**src/rtl/fft_adc_loader_if.sv**
```systemverilog
// fft_adc_loader_if: ADC stream in, fft_top bank-write/start/status out.
// master = stream source / fft side (bench); slave = the loader itself.
interface fft_adc_loader_if #(
  parameter int A_BIT = 10,
  parameter int D_BIT = 16
);

  logic             iENABLE;
  logic [D_BIT-2:0] iADC_DATA;
  logic             iADC_VALID;
  logic             iFFT_RDY;

  logic [D_BIT-2:0] oDATA;
  logic [A_BIT-1:0] oADDR_WR_0;
  logic [A_BIT-1:0] oADDR_WR_1;
  logic [A_BIT-1:0] oADDR_WR_2;
  logic [A_BIT-1:0] oADDR_WR_3;
  logic             oWE_0;
  logic             oWE_1;
  logic             oWE_2;
  logic             oWE_3;
  logic             oSTART;
  logic             oBUSY;
  logic             oFRAME_DONE;
  logic             oOVERRUN;

  modport master (
    output iENABLE, iADC_DATA, iADC_VALID, iFFT_RDY,
    input  oDATA,
    input  oADDR_WR_0, oADDR_WR_1, oADDR_WR_2, oADDR_WR_3,
    input  oWE_0, oWE_1, oWE_2, oWE_3,
    input  oSTART, oBUSY, oFRAME_DONE, oOVERRUN
  );

  modport slave (
    input  iENABLE, iADC_DATA, iADC_VALID, iFFT_RDY,
    output oDATA,
    output oADDR_WR_0, oADDR_WR_1, oADDR_WR_2, oADDR_WR_3,
    output oWE_0, oWE_1, oWE_2, oWE_3,
    output oSTART, oBUSY, oFRAME_DONE, oOVERRUN
  );

endinterface

```
**src/rtl/fft_adc_loader.sv**
```systemverilog
// fft_adc_loader: captures an N-sample ADC frame into the four
// radix-4 banks of fft_top, pulses START, waits for the RDY rise.
// Ports: iCLK, iRESET (sync, active-high); bus = slave modport of
//   fft_adc_loader_if (ADC stream, iENABLE, iFFT_RDY in; bank
//   data/addr/we, oSTART, oBUSY, oFRAME_DONE, oOVERRUN out).
// Option FFT_LOADER_CONT_EN: WAIT_FFT re-arms straight into FILL
//   when iENABLE is high instead of returning to IDLE.
module fft_adc_loader #(
  parameter int N     = 4096,
  parameter int A_BIT = 10,
  parameter int D_BIT = 16
) (
  input logic             iCLK,
  input logic             iRESET,
  fft_adc_loader_if.slave bus
);

  localparam int C_BIT = A_BIT + 2;
  localparam logic [C_BIT-1:0] LAST = C_BIT'(N - 1);

  typedef enum logic [1:0] {
    IDLE,
    FILL,
    LAUNCH,
    WAIT_FFT
  } state_t;

  state_t state;
  state_t state_nx;

  logic [C_BIT-1:0] cnt;
  logic [1:0]       bank;
  logic             rdy_q;
  logic             rise;

  logic             acc;
  logic             drop;
  logic             arm;
  logic             cnt_clr;

  logic [D_BIT-2:0] data_q;
  logic [A_BIT-1:0] addr_q [4];
  logic [3:0]       we_q;
  logic             start_q;
  logic             done_q;
  logic             ovr_q;

  assign bank = cnt[A_BIT+1:A_BIT];

  // rdy_q tracks the RDY level every cycle, so a level that is
  // already high while in LAUNCH can never look like a rise.
  assign rise = bus.iFFT_RDY & ~rdy_q;

  always_ff @(posedge iCLK) begin
    if (iRESET) begin
      state <= IDLE;
    end else begin
      state <= state_nx;
    end
  end

  always_comb begin
    state_nx = state;
    acc      = 1'b0;
    drop     = 1'b0;
    arm      = 1'b0;
    cnt_clr  = 1'b0;
    unique case (state)
      IDLE: begin
        if (bus.iENABLE) begin
          state_nx = FILL;
          arm      = 1'b1;
          cnt_clr  = 1'b1;
        end
      end
      FILL: begin
        // abort beats a sample arriving in the same cycle
        if (!bus.iENABLE) begin
          state_nx = IDLE;
          cnt_clr  = 1'b1;
        end else if (bus.iADC_VALID) begin
          acc = 1'b1;
          if (cnt == LAST) begin
            state_nx = LAUNCH;
          end
        end
      end
      LAUNCH: begin
        drop     = bus.iADC_VALID;
        state_nx = WAIT_FFT;
      end
      WAIT_FFT: begin
        drop = bus.iADC_VALID;
        if (rise) begin
`ifdef FFT_LOADER_CONT_EN
          // cnt already wrapped to 0 on the last sample
          state_nx = bus.iENABLE ? FILL : IDLE;
`else
          state_nx = IDLE;
`endif
        end
      end
    endcase
  end

  // Registered outputs: the bank write for a sample appears one
  // cycle after it is accepted; START is registered from LAUNCH,
  // so it lands the cycle after the final write.
  always_ff @(posedge iCLK) begin
    if (iRESET) begin
      cnt     <= '0;
      rdy_q   <= 1'b0;
      data_q  <= '0;
      addr_q  <= '{default: '0};
      we_q    <= '0;
      start_q <= 1'b0;
      done_q  <= 1'b0;
      ovr_q   <= 1'b0;
    end else begin
      rdy_q   <= bus.iFFT_RDY;
      we_q    <= '0;
      start_q <= (state == LAUNCH);
      done_q  <= (state == WAIT_FFT) && rise;
      if (cnt_clr) begin
        cnt <= '0;
      end else if (acc) begin
        cnt <= cnt + C_BIT'(1);
      end
      if (arm) begin
        ovr_q <= 1'b0;
      end else if (drop) begin
        ovr_q <= 1'b1;
      end
      if (acc) begin
        data_q       <= bus.iADC_DATA;
        addr_q[bank] <= cnt[A_BIT-1:0];
        we_q[bank]   <= 1'b1;
      end
    end
  end

  assign bus.oDATA       = data_q;
  assign bus.oADDR_WR_0  = addr_q[0];
  assign bus.oADDR_WR_1  = addr_q[1];
  assign bus.oADDR_WR_2  = addr_q[2];
  assign bus.oADDR_WR_3  = addr_q[3];
  assign bus.oWE_0       = we_q[0];
  assign bus.oWE_1       = we_q[1];
  assign bus.oWE_2       = we_q[2];
  assign bus.oWE_3       = we_q[3];
  assign bus.oSTART      = start_q;
  assign bus.oBUSY       = (state != IDLE);
  assign bus.oFRAME_DONE = done_q;
  assign bus.oOVERRUN    = ovr_q;

endmodule

```
**src/flat_wrapper.sv**
```systemverilog
// flat-port wrapper written by rule: the top's interface ports become plain ports
module fft_adc_loader_flat 
#(
  parameter int N     = 4096,
  parameter int A_BIT = 10,
  parameter int D_BIT = 16
)
  (iCLK, iRESET, bus_iENABLE, bus_iADC_DATA, bus_iADC_VALID, bus_iFFT_RDY, bus_oDATA, bus_oADDR_WR_0, bus_oADDR_WR_1, bus_oADDR_WR_2, bus_oADDR_WR_3, bus_oWE_0, bus_oWE_1, bus_oWE_2, bus_oWE_3, bus_oSTART, bus_oBUSY, bus_oFRAME_DONE, bus_oOVERRUN);
  fft_adc_loader_if #(.A_BIT(A_BIT), .D_BIT(D_BIT)) bus_i ();
  input logic iCLK;
  input logic iRESET;
  input wire logic [$bits(bus_i.iENABLE)-1:0] bus_iENABLE;
  input wire logic [$bits(bus_i.iADC_DATA)-1:0] bus_iADC_DATA;
  input wire logic [$bits(bus_i.iADC_VALID)-1:0] bus_iADC_VALID;
  input wire logic [$bits(bus_i.iFFT_RDY)-1:0] bus_iFFT_RDY;
  output wire logic [$bits(bus_i.oDATA)-1:0] bus_oDATA;
  output wire logic [$bits(bus_i.oADDR_WR_0)-1:0] bus_oADDR_WR_0;
  output wire logic [$bits(bus_i.oADDR_WR_1)-1:0] bus_oADDR_WR_1;
  output wire logic [$bits(bus_i.oADDR_WR_2)-1:0] bus_oADDR_WR_2;
  output wire logic [$bits(bus_i.oADDR_WR_3)-1:0] bus_oADDR_WR_3;
  output wire logic [$bits(bus_i.oWE_0)-1:0] bus_oWE_0;
  output wire logic [$bits(bus_i.oWE_1)-1:0] bus_oWE_1;
  output wire logic [$bits(bus_i.oWE_2)-1:0] bus_oWE_2;
  output wire logic [$bits(bus_i.oWE_3)-1:0] bus_oWE_3;
  output wire logic [$bits(bus_i.oSTART)-1:0] bus_oSTART;
  output wire logic [$bits(bus_i.oBUSY)-1:0] bus_oBUSY;
  output wire logic [$bits(bus_i.oFRAME_DONE)-1:0] bus_oFRAME_DONE;
  output wire logic [$bits(bus_i.oOVERRUN)-1:0] bus_oOVERRUN;
  assign bus_i.iENABLE = bus_iENABLE;
  assign bus_i.iADC_DATA = bus_iADC_DATA;
  assign bus_i.iADC_VALID = bus_iADC_VALID;
  assign bus_i.iFFT_RDY = bus_iFFT_RDY;
  assign bus_oDATA = bus_i.oDATA;
  assign bus_oADDR_WR_0 = bus_i.oADDR_WR_0;
  assign bus_oADDR_WR_1 = bus_i.oADDR_WR_1;
  assign bus_oADDR_WR_2 = bus_i.oADDR_WR_2;
  assign bus_oADDR_WR_3 = bus_i.oADDR_WR_3;
  assign bus_oWE_0 = bus_i.oWE_0;
  assign bus_oWE_1 = bus_i.oWE_1;
  assign bus_oWE_2 = bus_i.oWE_2;
  assign bus_oWE_3 = bus_i.oWE_3;
  assign bus_oSTART = bus_i.oSTART;
  assign bus_oBUSY = bus_i.oBUSY;
  assign bus_oFRAME_DONE = bus_i.oFRAME_DONE;
  assign bus_oOVERRUN = bus_i.oOVERRUN;
  fft_adc_loader #(.N(N), .A_BIT(A_BIT), .D_BIT(D_BIT)) u_core (.iCLK(iCLK), .iRESET(iRESET), .bus(bus_i));
endmodule
```
**config.mk**
```make
export PLATFORM = sky130hd
export DESIGN_NAME = fft_adc_loader_flat
export DESIGN_NICKNAME = d
export VERILOG_FILES = /design/src/rtl/fft_adc_loader_if.sv /design/src/rtl/fft_adc_loader.sv /design/src/flat_wrapper.sv
export SDC_FILE = /design/constraint.sdc
export NUM_CORES = 1
export LEC_CHECK = 0
export CAP_MARGIN = 20
export CORE_MARGIN = 2
export CORE_UTILIZATION = 48
export DETAILED_ROUTE_END_ITERATION = 6
export PLACE_DENSITY = 0.88
export SETUP_SLACK_MARGIN = 0.15
export SLEW_MARGIN = 15
export SYNTH_ARGS = -nofsm -noshare
export SYNTH_HDL_FRONTEND = slang
export SYNTH_SLANG_ARGS = --single-unit
```
**constraint.sdc**
```tcl
create_clock -name iCLK -period 1.6 [get_ports iCLK]
set_input_delay 0.24 -clock iCLK [delete_from_list [all_inputs] [get_ports iCLK]]
set_output_delay 0.24 -clock iCLK [all_outputs]
set_load 0.02 [all_outputs]
```
==> results.yml, run 1 <==
power_and_ir_drop:
  cellPowerDensity_mw_per_mm2: 836
  leakagePower_nw: 2.01
  peakVddDrop_mv: 0.745
critical_path:
  worst_path_class_setup: "reg2reg"
  path_buf_inv: 1
  endpoint_required_time_on_the_critical_path_ns: 1.89
  worst-path-max-fanout: 8
  worstPathCellList: "nand4b_1 -> buf_6 -> or4_4 -> a21oi_2"
  worst_path_max_delay_cell: "sky130_fd_sc_hd__or4_4"
  critical-path-top-delay-family: "simple AND/OR/NAND/NOR gates"
  cpPeakStageDelay_ns: 0.49
  startpoint_kind_of_the_worst_setup_timing_path: "flop"
  worst_ep_arrival_time_ns: 1.77
  critPathCaptureType: "flop"
floorplan:
  ios: 83
  die_height_um: 83.7
  die_width_um: 83.7
  placeableCoreArea_mm2: 0.00624
  floorplan.initialDensity: 0.489
  die_outline_area_mm2: 0.00701
  placementRows: 29
cells_and_area:
  area_taken_by_multi_input_logic_gates_mm2: 0.00147
  register_area_mm2: 0.00155
  final_core_util: 0.696
  final_layout_size_suffix_gt1_frac: 0.140
  finish.net_count: 451
  n_antenna_cell: 0
  final_design_area_no_fill_mm2: 0.00434
  final.fill_count: 504
  area_growth_syn_to_layout_pct: 42.3
  layout_commonest_cell: "sky130_fd_sc_hd__dfxtp_1"
  most_used_cells_in_the_layout_excluding_fill_and_tap_cells: "74 x sky130_fd_sc_hd__dfxtp_1, 62 x sky130_fd_sc_hd__dlygate4sd2_1, 42 x sky130_fd_sc_hd__nand2b_1, 35 x sky130_fd_sc_hd__nand2_1, 33 x sky130_fd_sc_hd__mux2i_1"
grt:
  grt_antenna_before_repair: 0
  globalRoute.totalOverflow: 0
  grt_max_degree: 27
  total_routing_usage_gr: 0.217
  wire_length_of_the_first_global_routing_pass_mm: 12.4
  grt_pass1_vias: 2601
route:
  drt_first_iter_violations: 134
  ant_nets: 0
  num_vias: 2722
  via_cell_ratio: 5.32
  routedWlPerCell_um: 14.6
  routed_wl_mm: 7.46
  drtPass1Iterations: 4
  remaining_drc_errors: 0
sta:
  worst-slew-pin-transition_ns: 0.480
  timing.clock.skew_ns: 0.00861
  setup_ws_ns: 0.114
  final_period_minus_worst_setup_slack_ns: 1.49
  timing.final.hold_violations: 0
  max_clock_freq_mhz: 673
  timing.final.setup_violations: 0
  final_setup_tns_ns: 0
  grt_setup_unrepaired: "true"
  max_slew_margin_vs_limit: 0.680
  finalMaxSlewViolations: 0
  final_min_period_over_clock_period: 0.929
clock_tree:
  tritoncts: "yes"
  clock_tree.buffer_depth: 2
  cts_root_buffer: "sky130_fd_sc_hd__clkbuf_8"
  worst_setup_hold_path_clk_slew_ns: 0.07
  insertion_delay_ns: 0.35
  cts_buffers: 9
  cts-hold-fix-buffers: 0
  clkSinkCount: 77
  htree_levels: 3
placed_design:
  gpl.final_weighted_congestion: 0.830
  place.detailed.hpwl_mm: 5.12
  placement.cell_area_mm2: 0.00411
  buffer_ports.inserted: 82
  detailedPlace.worstSlack_ns: -0.245
logic_synthesis:
  synth_seq_cells: 77
  syn_inst: 331
  ys_types: 28
  combined_area_of_all_synthesized_cells_mm2: 0.00305
  syn-num-nets: 352
  synth_sequential_area_ratio: 0.505
  yosysWarnings: 0
  postSynthAreaPerCell_um2: 9.22
status:
  run_status: "completed"
run:
  max-cap-violations: 0
hold_path:
  hold_path.class: "in2reg"
[worst register-to-register path, delay by kind of cell, from the launching register on]
kind            cells  cell delay (ns)
compound gates      1             0.14
buf+inv             1             0.20
simple gates        2             0.75
flops               1             0.36
[worst paths after layout]
check / startpoint / to / slack [ns] / cells after the start
max reg2reg: flop / u_core.cnt[5] / 0.11 / 4
max: flop / u_core.cnt[5] / 0.11 / 4
min: iRESET / u_core.rdy_q / 0.35 / 2
min reg2reg: u_core.bus.oDATA[1] / u_core.bus.oDATA[1] / 0.45 / 2
[Yosys cell counts]
library cell,instances,area (µm²)
sky130_fd_sc_hd__dfxtp_1,77,1540
sky130_fd_sc_hd__or4_1,5,37.5
sky130_fd_sc_hd__nand3b_1,2,15.0
sky130_fd_sc_hd__a21oi_1,24,120
sky130_fd_sc_hd__o21ai_0,30,150
sky130_fd_sc_hd__or3b_1,1,8.76
sky130_fd_sc_hd__nor4_1,4,25.0
sky130_fd_sc_hd__inv_1,4,15.0
sky130_fd_sc_hd__clkbuf_1,15,56.3
sky130_fd_sc_hd__nand4b_1,1,8.76
sky130_fd_sc_hd__or2_2,2,12.5
sky130_fd_sc_hd__or3_1,4,25.0
sky130_fd_sc_hd__nor2_1,11,41.3
sky130_fd_sc_hd__nand2_1,35,131
sky130_fd_sc_hd__nor2b_1,13,81.3
sky130_fd_sc_hd__nand3_1,5,25.0
sky130_fd_sc_hd__o31ai_1,4,30.0
sky130_fd_sc_hd__buf_4,2,15.0
sky130_fd_sc_hd__o21ai_1,1,5.00
sky130_fd_sc_hd__nand4_1,4,25.0
sky130_fd_sc_hd__nand2b_1,43,269
sky130_fd_sc_hd__and3_1,1,6.26
sky130_fd_sc_hd__and4b_1,1,10.0
sky130_fd_sc_hd__ha_1,1,12.5
sky130_fd_sc_hd__o21bai_1,2,15.0
sky130_fd_sc_hd__xnor2_1,2,17.5
sky130_fd_sc_hd__buf_2,4,20.0
sky130_fd_sc_hd__mux2i_1,33,330
[area by class of cell]
class / instances / share of cell area
Inverter: 4 / 0.00346
Timing Repair Buffer: 109 / 0.233
Multi-Input combinational cell: 229 / 0.338
Clock buffer: 13 / 0.0366
Clock inverter: 3 / 0.0101
Tap cell: 77 / 0.0222
Sequential cell: 77 / 0.356
[registers in the layout (all words and copies together) (netlist names), 4 cells and up, named ones only]
register / count
u_core.bus.oDATA: 15
u_core.cnt: 12
u_core.bus.oADDR_WR_0: 10
u_core.bus.oADDR_WR_1: 10
u_core.bus.oADDR_WR_2: 10
u_core.bus.oADDR_WR_3: 10
u_core.we_q: 4
[per-layer routing]
| layer | wire length (µm) | track usage | up-vias |
|---|---|---|---|
| li1 | - | - | 1330 |
| met3 | 442 | 0.0544 | 14 |
| met5 | 0 | 0 | - |
| met1 | 3210 | 0.269 | 1290 |
| met4 | 140 | 0.0968 | 0 |
| met2 | 3670 | 0.358 | 88 |
[through the flow]
step / hold slack, ns / instances / power, mW
after CTS: 0.335 / 512 / 3.65
after global placement: 0.440 / 492 / 2.18
final: 0.349 / 512 / 3.63
after detailed placement: 0.446 / 492 / 2.18
after global routing: 0.362 / 512 / 3.75
after floorplan: 0.368 / 331 / 2.07
[repair_timing]
item	CTS	global route
gates resized for setup	75	20
pin swaps	8	10
endpoints found under the setup margin	80	35
cloned	2	0
setup buffers	2	1
[cell families (layout without fill, tap and decap cells)]
family / after synthesis / count (layout) / share of synthesized area
buffers and inverters: 25 / 129 / 0.0349
DFF: 77 / 77 / 0.505
adders and majority gates: 1 / 1 / 0.00410
muxes: 33 / 33 / 0.108
AOI/OAI and AO/OA: 61 / 61 / 0.105
xor gates and xnor gates: 2 / 2 / 0.00574
and+or+nand+nor: 132 / 132 / 0.237
[report_power, final]
group / internal, mW / total [mW] / switching, mW
logic: 0.110 / 0.206 / 0.0954
registers: 1.92 / 1.93 / 0.00613
clock network: 0.808 / 1.49 / 0.687
total: 2.84 / 3.63 / 0.788
(Power assumes the default switching activity.)
==> run 2, diff against run 1 <==
- CAP_MARGIN: 20 -> 0
- SETUP_SLACK_MARGIN: 0.15 -> default
==> run 2 against run 1 <==
  * Critical path depth shrank 3
  * Non-clock buffer count shrank 2
  * Clock power is essentially flat
  * Setup slack lost 0.082 ns
  * Maximum frequency shrank 5.2%
  * Clock skew is essentially flat
  * Via count shrank 1.7%
  * First-iteration DRC count shrank 8.2%
  * Highest routed layer unchanged
  * Critical endpoint is now bus_oADDR_WR_1[4]
  * Critical path type is now reg2out
  * Global-route usage shrank 0.75 points
==> results.yml, run 2 (synthesized netlist as in run 1, its figures left out) <==
clock_tree:
  insertion_delay_ns: 0.35
  worst_setup_hold_path_clk_slew_ns: 0.07
  cts_buffers: 9
  clkSinkCount: 77
  htree_levels: 3
  clock_tree.buffer_depth: 2
  tritoncts: "yes"
  cts_root_buffer: "sky130_fd_sc_hd__clkbuf_8"
sta:
  timing.clock.skew_ns: 0.00829
  timing.final.hold_violations: 0
  worst-slew-pin-transition_ns: 0.480
  setup_ws_ns: 0.0322
  max_slew_margin_vs_limit: 0.680
  final_min_period_over_clock_period: 0.980
  timing.final.setup_violations: 0
  final_period_minus_worst_setup_slack_ns: 1.57
  finalMaxSlewViolations: 0
  max_clock_freq_mhz: 638
cells_and_area:
  largest_register_ff_count: 15
  area_growth_syn_to_layout_pct: 42.2
  most_used_cells_in_the_layout_excluding_fill_and_tap_cells: "75 x sky130_fd_sc_hd__dfxtp_1, 74 x sky130_fd_sc_hd__clkdlybuf4s50_1, 43 x sky130_fd_sc_hd__nand2b_1, 35 x sky130_fd_sc_hd__nand2_1, 33 x sky130_fd_sc_hd__mux2i_1"
  n_antenna_cell: 0
  final_design_area_no_fill_mm2: 0.00434
  final_layout_size_suffix_gt1_frac: 0.104
  finish.net_count: 449
  layout_commonest_cell: "sky130_fd_sc_hd__dfxtp_1"
  final_core_util: 0.695
  final.fill_count: 480
route:
  drtPass1Iterations: 5
  via_cell_ratio: 5.25
  routedWlPerCell_um: 13.9
  ant_nets: 0
  routed_wl_mm: 7.10
  num_vias: 2677
  remaining_drc_errors: 0
  drt_first_iter_violations: 123
critical_path:
  startpoint_kind_of_the_worst_setup_timing_path: "flop"
  critPathCaptureType: "primary output"
  cpPeakStageDelay_ns: 0.62
  worst-path-max-fanout: 2
  worst-r2r-setup-slack_ns: 0.08
  endpoint_required_time_on_the_critical_path_ns: 1.36
  worst_ep_arrival_time_ns: 1.33
  worst_path_max_delay_cell: "sky130_fd_sc_hd__clkdlybuf4s50_1"
  worstPathCellList: "clkdlybuf4s50_1"
  worst_path_class_setup: "reg2out"
  critical-path-top-delay-family: "buffers and inverters"
  path_buf_inv: 1
grt:
  wire_length_of_the_first_global_routing_pass_mm: 12.0
  grt_max_degree: 27
  globalRoute.totalOverflow: 0
  grt_pass1_vias: 2542
  total_routing_usage_gr: 0.210
  grt_antenna_before_repair: 0
floorplan:
  placeableCoreArea_mm2: 0.00624
  floorplan.initialDensity: 0.489
  die_width_um: 83.7
  ios: 83
  die_outline_area_mm2: 0.00701
  die_height_um: 83.7
  placementRows: 29
status:
  run_status: "completed"
placed_design:
  detailedPlace.worstSlack_ns: -0.245
  placement.cell_area_mm2: 0.00411
  place.detailed.hpwl_mm: 5.12
  buffer_ports.inserted: 82
  gpl.final_weighted_congestion: 0.830
power_and_ir_drop:
  cellPowerDensity_mw_per_mm2: 838
  peakVddDrop_mv: 0.751
  leakagePower_nw: 1.79
run:
  max-cap-violations: 0
hold_path:
  hold_path.class: "in2reg"
-- run 2: path summary, 6_finish.rpt --
path	startpoint	endpoint	cells after the start
setup / recovery	u_core.bus.oADDR_WR_1[4]	bus_oADDR_WR_1[4]	1
hold / removal	iRESET	u_core.rdy_q	2
setup reg to reg	flop	u_core.cnt[7]	4
hold reg to reg	u_core.bus.oDATA[1]	u_core.bus.oDATA[1]	2
-- run 2: area by class of cell --
cell class              instances  area, µm²  area share
clock inverters                 3       43.8      0.0101
multi-input cells             229       1400       0.323
repair buffers                107       1080       0.248
inverters                       4       15.0     0.00346
well taps                      77       96.3      0.0222
flip-flops and latches         77       1540       0.356
clock buffers                  13        159      0.0366
-- run 2: routing by layer --
metal / vias up / track usage / share of wire / routed length, µm
met5: - / 0 / 0 / 0
met4: 0 / 0.0953 / 0.018 / 128
met2: 92 / 0.337 / 0.48 / 3400
li1: 1327 / - / - / -
met1: 1247 / 0.265 / 0.44 / 3100
met3: 11 / 0.0554 / 0.066 / 472
-- run 2: stage by stage --
| step | hold slack (ns) | total power, mW | setup TNS, ns | instances |
|---|---|---|---|---|
| after floorplan | 0.368 | 2.07 | 0 | 331 |
| after detailed placement | 0.446 | 2.18 | -4.23 | 492 |
| after global placement | 0.440 | 2.18 | -3.35 | 492 |
| final | 0.348 | 3.64 | 0 | 510 |
| after global routing | 0.362 | 3.76 | -0.00117 | 510 |
| after CTS | 0.335 | 3.66 | 0 | 508 |
-- run 2: power breakdown --
part / total [mW] / switching [mW] / internal (mW) / leakage (nW)
logic: 0.207 / 0.0925 / 0.115 / 1.07
registers: 1.93 / 0.00657 / 1.93 / 0.622
clock network: 1.50 / 0.689 / 0.808 / 0.104
-- run 2: repair_timing --
item                                   4_1_cts  5_1_grt
setup buffers                                0        1
setup endpoints to repair                    1       12
pin swaps                                    0        1
resized for setup                            2       10
hold buffers                                 0        0
cloned                                       0        1
endpoints found under the hold margin        0        0
==> run 3, diff against run 2 <==
- CELL_PAD_IN_SITES_DETAIL_PLACEMENT: default -> 0
- CELL_PAD_IN_SITES_GLOBAL_PLACEMENT: default -> 2
- CORE_UTILIZATION: 48 -> 28
- PLACE_DENSITY: 0.88 -> 0.86
- REMOVE_ABC_BUFFERS: default -> 1
==> run 3 against run 2 <==
  * Non-clock buffer count fell by 2
  * Register-to-register slack improved by 0.03 ns
  * Cell count rose by 12%
  * Wire length rose by 9.2%
  * Critical path type unchanged
==> results.yml, run 3 (synthesized netlist as in run 1, its figures left out) <==
power_and_ir_drop:
  leakagePower_nw: 1.88
  peakVddDrop_mv: 0.345
  cellPowerDensity_mw_per_mm2: 833
clock_tree:
  tritoncts: "yes"
  cts_buffers: 9
  clkSinkCount: 77
  htree_levels: 3
  cts-hold-fix-buffers: 0
  insertion_delay_ns: 0.35
  cts_root_buffer: "sky130_fd_sc_hd__clkbuf_8"
  worst_setup_hold_path_clk_slew_ns: 0.08
  clock_tree.buffer_depth: 2
  post_cts_buffers: 0
grt:
  grt_pass1_vias: 2561
  globalRoute.totalOverflow: 0
  grt_max_degree: 26
  wire_length_of_the_first_global_routing_pass_mm: 12.5
  grt_antenna_before_repair: 0
  total_routing_usage_gr: 0.136
critical_path:
  critPathCaptureType: "primary output"
  critical-path-top-delay-family: "buffers and inverters"
  worst_path_max_delay_cell: "sky130_fd_sc_hd__clkdlybuf4s50_1"
  path_buf_inv: 1
  endpoint_required_time_on_the_critical_path_ns: 1.36
  worst-r2r-setup-slack_ns: 0.11
  worst-path-max-fanout: 2
  worstPathCellList: "clkdlybuf4s50_1"
  cpPeakStageDelay_ns: 0.62
  startpoint_kind_of_the_worst_setup_timing_path: "flop"
  worst_r2r_path_depth: 3
  r2r_start: "u_core.cnt[5]"
  worst_path_class_setup: "reg2out"
  critical_path_cell_count: 1
  worst_ep_arrival_time_ns: 1.33
sta:
  max_slew_margin_vs_limit: 0.751
  finalMaxSlewViolations: 0
  final_setup_tns_ns: 0
  timing.final.setup_violations: 0
  worst-slew-pin-transition_ns: 0.374
  timing.clock.skew_ns: 0.0134
  final_min_period_over_clock_period: 0.981
  final_period_minus_worst_setup_slack_ns: 1.57
  timing.final.hold_violations: 0
  setup_ws_ns: 0.0300
  max_clock_freq_mhz: 637
  grt_setup_unrepaired: "false"
status:
  run_status: "completed"
cells_and_area:
  layout_commonest_cell: "sky130_fd_sc_hd__dfxtp_1"
  area_growth_syn_to_layout_pct: 43.9
  n_antenna_cell: 0
  final_standard_cell_count_with_taps_included_and_fillers_excluded: 571
  final_layout_size_suffix_gt1_frac: 0.0998
  finish.net_count: 447
  most_used_cells_in_the_layout_excluding_fill_and_tap_cells: "77 x sky130_fd_sc_hd__dfxtp_1, 67 x sky130_fd_sc_hd__clkdlybuf4s50_1, 43 x sky130_fd_sc_hd__nand2b_1, 35 x sky130_fd_sc_hd__nand2_1, 33 x sky130_fd_sc_hd__mux2i_1"
  final_core_util: 0.408
  largest_register_ff_count: 15
route:
  via_cell_ratio: 4.59
  drtPass1Iterations: 4
  routedWlPerCell_um: 13.6
  routed_wl_mm: 7.75
  num_vias: 2619
  remaining_drc_errors: 0
  drt_first_iter_violations: 62
  ant_nets: 0
placed_design:
  gpl.final_weighted_congestion: 0.743
  detailedPlace.worstSlack_ns: -0.161
  buffer_ports.inserted: 82
  place.detailed.hpwl_mm: 5.49
  dp_cells: 555
floorplan:
  die_height_um: 108
  die_outline_area_mm2: 0.0117
  die_width_um: 108
  floorplan.initialDensity: 0.284
  placeableCoreArea_mm2: 0.0107
  ios: 83
  placementRows: 38
run:
  max-cap-violations: 0
hold_path:
  whs_endpoint: "u_core.bus.oOVERRUN"
  timing.hold.worst.start: "iRESET"
  hold_path.class: "in2reg"
  holdPathStages: 2
==> run 3: per-stage QoR <==
| step | power [mW] | hold WS, ns | cell area, µm² |
|---|---|---|---|
| after floorplan | 2.05 | 0.309 | 2960 |
| after detailed placement | 2.18 | 0.449 | 4160 |
| after global placement | 2.18 | 0.441 | 4160 |
| final | 3.66 | 0.317 | 4390 |
| after global routing | 3.81 | 0.332 | 4390 |
| after CTS | 3.71 | 0.319 | 4360 |
==> run 3: worst max path at each step <==
| stage | from | endpoint |
|---|---|---|
| floorplan | flop | u_core.cnt[6] |
| global placement | bus_iENABLE | u_core.bus.oADDR_WR_2[2] |
| detailed placement | bus_iADC_VALID | u_core.cnt[6] |
| CTS | u_core.bus.oADDR_WR_2[1] | bus_oADDR_WR_2[1] |
| global route | u_core.bus.oDATA[6] | bus_oDATA[6] |
| finish | u_core.bus.oADDR_WR_2[7] | bus_oADDR_WR_2[7] |
==> run 3: routing by layer <==
layer  track usage  wire, µm
met5             0         0
met4        0.0412        87
met3        0.0464       531
met2         0.228      3450
met1         0.166      3680
==> run 3: layout make-up <==
cell class              count  area, µm²
clock inverters             6       67.6
clock buffers              10        138
fillers                  1091       6360
flip-flops and latches     77       1540
inverters                   4       15.0
repair buffers            105       1050
multi-input cells         229       1400
well taps                 140        175
==> run 3: repair_timing <==
item | 4_1_cts | 5_1_grt
pin swaps | 0 | 1
endpoints found under the setup margin | 2 | 14
gates resized for setup | 3 | 13
==> run 3: power by group <==
group	internal [mW]	switching, mW	leakage [nW]
sequential	1.93	0.00650	0.621
clock	0.772	0.750	0.0993
combinational	0.109	0.0931	1.16
